$ cat config.mk
export PLATFORM = sky130hd
export DESIGN_NAME = instr_fetch
export DESIGN_NICKNAME = d
export VERILOG_FILES = /design/src/rtl/instr_fetch.sv
export SDC_FILE = /design/constraint.sdc
export NUM_CORES = 1
export LEC_CHECK = 0
export CAP_MARGIN = 20
export CELL_PAD_IN_SITES_DETAIL_PLACEMENT = 2
export CELL_PAD_IN_SITES_GLOBAL_PLACEMENT = 2
export CORE_UTILIZATION = 28
export CTS_BUF_LIST = sky130_fd_sc_hd__clkbuf_2 sky130_fd_sc_hd__clkbuf_4 sky130_fd_sc_hd__clkbuf_8
export CTS_CLUSTER_SIZE = 12
export DETAILED_ROUTE_END_ITERATION = 16
export PLACE_DENSITY = 0.95
export SYNTH_ARGS = -nofsm -noshare
export SYNTH_HDL_FRONTEND = slang
export SYNTH_SLANG_ARGS = --single-unit
$ cat constraint.sdc
create_clock -name iCLK -period 5.6 [get_ports iCLK]
set_input_delay 1.12 -clock iCLK [delete_from_list [all_inputs] [get_ports iCLK]]
set_output_delay 1.12 -clock iCLK [all_outputs]
set_load 0.01 [all_outputs]
$ cat src/rtl/instr_fetch.sv
// Instruction fetch stage: owns the PC, fetches words over a req/ack
// handshake and holds each instruction for decode until it retires.
module instr_fetch #(
    parameter logic [31:0] RESET_PC = 32'h0040_0000,
    parameter logic [31:0] NOP_INST = 32'h0000_0013
) (
    input  logic        iCLK,
    input  logic        iRSTn,
    output logic        oIMemReq,
    output logic [31:0] oIMemAddr,
    input  logic        iIMemAck,
    input  logic [31:0] iIMemData,
    output logic [31:0] oInst,
    output logic        oInstValid,
    output logic [31:0] oPC,
    output logic [31:0] oPCPlus4,
    input  logic        iRetire,
    input  logic [1:0]  iOrigPC,
    input  logic        iBranch,
    input  logic        iZero,
    input  logic [31:0] iImm,
    output logic        oHalt,
    output logic        oFault
);

    typedef enum logic [1:0] {
        IDLE,
        FETCH,
        HOLD,
        HALT
    } state_t;

    state_t      state;
    logic [31:0] pc;
    logic [31:0] inst_q;
    logic        fault;

    logic [31:0] pc_seq;
    logic [31:0] pc_br;
    logic [31:0] target;
    logic        halt_sel;
    logic        misaligned;

    // Next-PC selection from control and the ALU zero flag
    always_comb begin
        pc_seq   = pc + 32'd4;
        pc_br    = pc + iImm;
        target   = pc_seq;
        halt_sel = 1'b0;
        unique case (iOrigPC)
            2'b00: target = pc_seq;
            2'b01: target = (iBranch && iZero) ? pc_br : pc_seq;
            2'b10: target = pc_br;
            2'b11: begin
                target   = pc;
                halt_sel = 1'b1;
            end
        endcase
        misaligned = (target[1:0] != 2'b00);
    end

    // Fetch state machine, PC and instruction register
    always_ff @(posedge iCLK or negedge iRSTn) begin
        if (!iRSTn) begin
            state  <= IDLE;
            pc     <= RESET_PC;
            inst_q <= NOP_INST;
            fault  <= 1'b0;
        end else begin
            unique case (state)
                IDLE: state <= FETCH;
                FETCH: begin
                    if (iIMemAck) begin
                        inst_q <= iIMemData;
                        state  <= HOLD;
                    end
                end
                HOLD: begin
                    if (iRetire) begin
                        if (halt_sel) begin
                            state <= HALT;
                        end else if (misaligned) begin
                            fault <= 1'b1;
                            state <= HALT;
                        end else begin
                            pc    <= target;
                            state <= FETCH;
                        end
                    end
                end
                HALT: state <= HALT;
            endcase
        end
    end

    assign oIMemReq   = (state == FETCH);
    assign oInstValid = (state == HOLD);
    assign oHalt      = (state == HALT);
    assign oFault     = fault;
    assign oIMemAddr  = pc;
    assign oPC        = pc;
    assign oPCPlus4   = pc + 32'd4;
    assign oInst      = (state == HOLD) ? inst_q : NOP_INST;

endmodule
==> run metrics <==
outcome=finished clean; slowest CP cell=nor4_1; CTS max path bufs=2; clk slew on worst S/H paths=0.09 ns; total track usage=22.6%; Final Hold Fails=0; Worst setup SP type=register; Tot Pwr=0.00219 W; CP top delay family=simple AND/OR/NAND/NOR gates; post-layout min period=4.78 ns; post-cts resize count=0; slowest stage delay, CP=0.69 ns; Synth Flop Type=dfrtp_1; CTS H-Tree Depth=3; crit path buf inv count=1; Die Area=0.0202 mm²; Ant. Diodes=0; DRC=0; CP Cell Sequence=ha_1, nand2_1, nor4_1, nor2b_1, nand2_1, xnor2_1, clkdlybuf4s50_1; max_cap viols=0; clock skew=0.0210 ns; multi-input logic area=0.00342 mm²; setup TNS=0 ns; Total Routed Length=22300 µm; mapped cell area=0.00549 mm²; routed vias/inst=5.23; Setup CP Type=reg2out; CP arrival=3.66 ns; Req. time, crit path=4.48 ns; grt ovf=0; via count=5558; most used cell, CP=nand2_1; Core Region=0.0190 mm²; Lkg Pwr=3.26 nW; Worst Hold Class=reg2reg; Die Y=142 µm; Filler cells=2111; fraction of registers with async set/reset=100%; Post-synth EDFFs=0; Ports=204; maximum fanout along the worst path=8; Fmax=0.209 GHz; Sink Count=67; WL/cell=21.0 µm; post-synth cell types=61; Avg Inst Size Synth=8.67 µm²; unrepaired setup endpoints after global routing=false; fin nets=902; Gate Count Post-Synth=633; Syn Nets=738; Peak supply drop=0.000139 V; row count=50; CTS Hold Bufs=0; routability cong.=0.837; Setup violations, final=0; Yosys reg bits=67; CP Capture Type=output pin; I/O Buffers=203; Worst Tran Pin Value=0.888 ns; DR pass1 iterations=4; CTS tree=yes; Die Wd=142 µm; Period Utilization, post-route=85.3%; vias in the first global route=6142; warnings from Yosys=0; Pins Over Slew Limit=0; layout cell share with drive strength beyond 1=8.98%; Seq. cell area=0.00168 mm²; 1st-iter DRT viols=224; largest net degree at the start of global routing=36; power per cell area=281 mW/mm²; slew margin rel.=40.8%; Layout area overhead=42.1%; HPWL after DPL=17200 µm; ANT nets after route=0; initial antenna violation count=0; worst-skew pair later-pin latency=0.38 ns; Starting Density=28.9%; Post-CTS Setup Inserts=0; cts bufs inserted=9; first-pass GRT wire length=35000 µm; CTS root buf=clkbuf_8; sequential area share after synthesis=30.6%
==> worst register-to-register path, cell delays in order, from the launching register on <==
cell and delay [ns]:
dfrtp_1 0.49, ha_1 0.23, inv_1 0.06, fa_1 0.49, a31oi_1 0.20, nor3_4 0.53, nand2_1 0.54, or4_1 0.64
nand3_1 0.09
==> power breakdown <==
| group | total (W) | internal, W | switching (W) | leakage [nW] |
|---|---|---|---|---|
| Clock | 0.000525 | 0.000302 | 0.000223 | 0.116 |
| Combinational | 0.000948 | 0.000486 | 0.000462 | 2.31 |
| Sequential | 0.000721 | 0.000593 | 0.000128 | 0.828 |
| Total | 0.00219 | 0.00138 | 0.000813 | 3.26 |
==> stage by stage <==
stage | setup slack, ns | instance area [µm²] | utilization, % | hold slack (ns) | instances
after floorplan | 2.17 | 5490 | - | 0.471 | 633
after global placement | 1.27 | 7550 | 39.8 | 0.472 | 1046
after detailed placement | 1.12 | 7550 | 39.8 | 0.474 | 1046
after CTS | 0.856 | 7800 | 41.1 | 0.499 | 1062
after global routing | 0.662 | 7800 | 41.1 | 0.519 | 1062
final | 0.821 | 7800 | 41.1 | 0.490 | 1062
==> Yosys cell counts, drive strengths merged, types with 4 or more instances <==
master	number	area (µm²)
xnor2	27	236
and3	9	56.3
nand3	24	130
dfrtp	63	1580
buf	37	270
a31oi	6	37.5
xor2	26	228
nand4	10	62.6
o211ai	5	37.5
inv	13	48.8
a221oi	15	138
and2	34	215
nand2	51	191
o21a	4	30.0
nand2b	9	56.3
nor3	13	76.3
clkbuf	20	75.1
a21o	17	128
nor2	55	214
ha	32	400
nor2b	8	50.1
mux2	32	360
nor4	6	37.5
dfstp	4	105
o21ai	30	150
a21oi	43	215
==> area by class of cell <==
cell class	count	area share [%]
repair buffers	210	26.7
clock buffers	10	1.68
well taps	260	4.17
flip-flops and latches	67	21.6
inverters	13	0.626
multi-input cells	496	43.8
clock inverters	6	1.46
==> worst paths after layout <==
| kind | start | to | slack (ns) | depth (start not counted) |
|---|---|---|---|---|
| max reg2reg | oIMemAddr[0] | oIMemAddr[25] | 2.27 | 8 |
| min reg2reg | oFault | oFault | 0.49 | 1 |
| min | oFault | oFault | 0.49 | 1 |
| max | oIMemAddr[2] | oPCPlus4[26] | 0.82 | 7 |
| max in group asynchronous | iRSTn | inst_q[4] | 3.67 | 2 |
| min in group asynchronous | iRSTn | oFault | 0.84 | 1 |
==> layout by cell type, fill, tap and decap left out, types with 7 or more instances in the layout <==
| cell type | n |
|---|---|
| nor2_1 | 54 |
| o21ai_1 | 7 |
| buf_4 | 7 |
| dfrtp_1 | 63 |
| a221oi_1 | 14 |
| o21ai_0 | 23 |
| clkbuf_8 | 9 |
| nand3_1 | 22 |
| xnor2_1 | 27 |
| a21oi_1 | 43 |
| xor2_1 | 26 |
| ha_1 | 32 |
| a21o_1 | 17 |
| and3_1 | 9 |
| nand2_1 | 51 |
| inv_1 | 13 |
| nand2b_1 | 9 |
| nor3_1 | 12 |
| mux2_2 | 32 |
| nor2b_1 | 8 |
| nand4_1 | 10 |
| and2_1 | 33 |
| clkdlybuf4s50_1 | 202 |
==> state kept, by name (all words and copies together) (netlist names) <==
signal	cells
state	2
oIMemAddr	32
oFault	1
inst_q	32
==> per-layer routing <==
| layer | vias up | GRT usage [%] | wire length [µm] |
|---|---|---|---|
| met1 | 2779 | 27.3 | 9530 |
| met5 | - | 0 | 0 |
| met2 | 199 | 40.4 | 11100 |
| met3 | 23 | 4.61 | 1450 |
| li1 | 2557 | - | - |
| met4 | 0 | 6.40 | 251 |
==> logic make-up (layout without fill, tap and decap cells) <==
group	Yosys count	count (layout)	synth area share (%)
compound gates	144	144	17.4
xor+xnor	53	53	8.46
fa+ha+maj	33	33	7.66
buf+inv	70	239	7.18
flops	67	67	30.6
mux	33	33	6.82
simple gates	233	233	21.8
No activity file was read; power rests on OpenSTA's default activity.
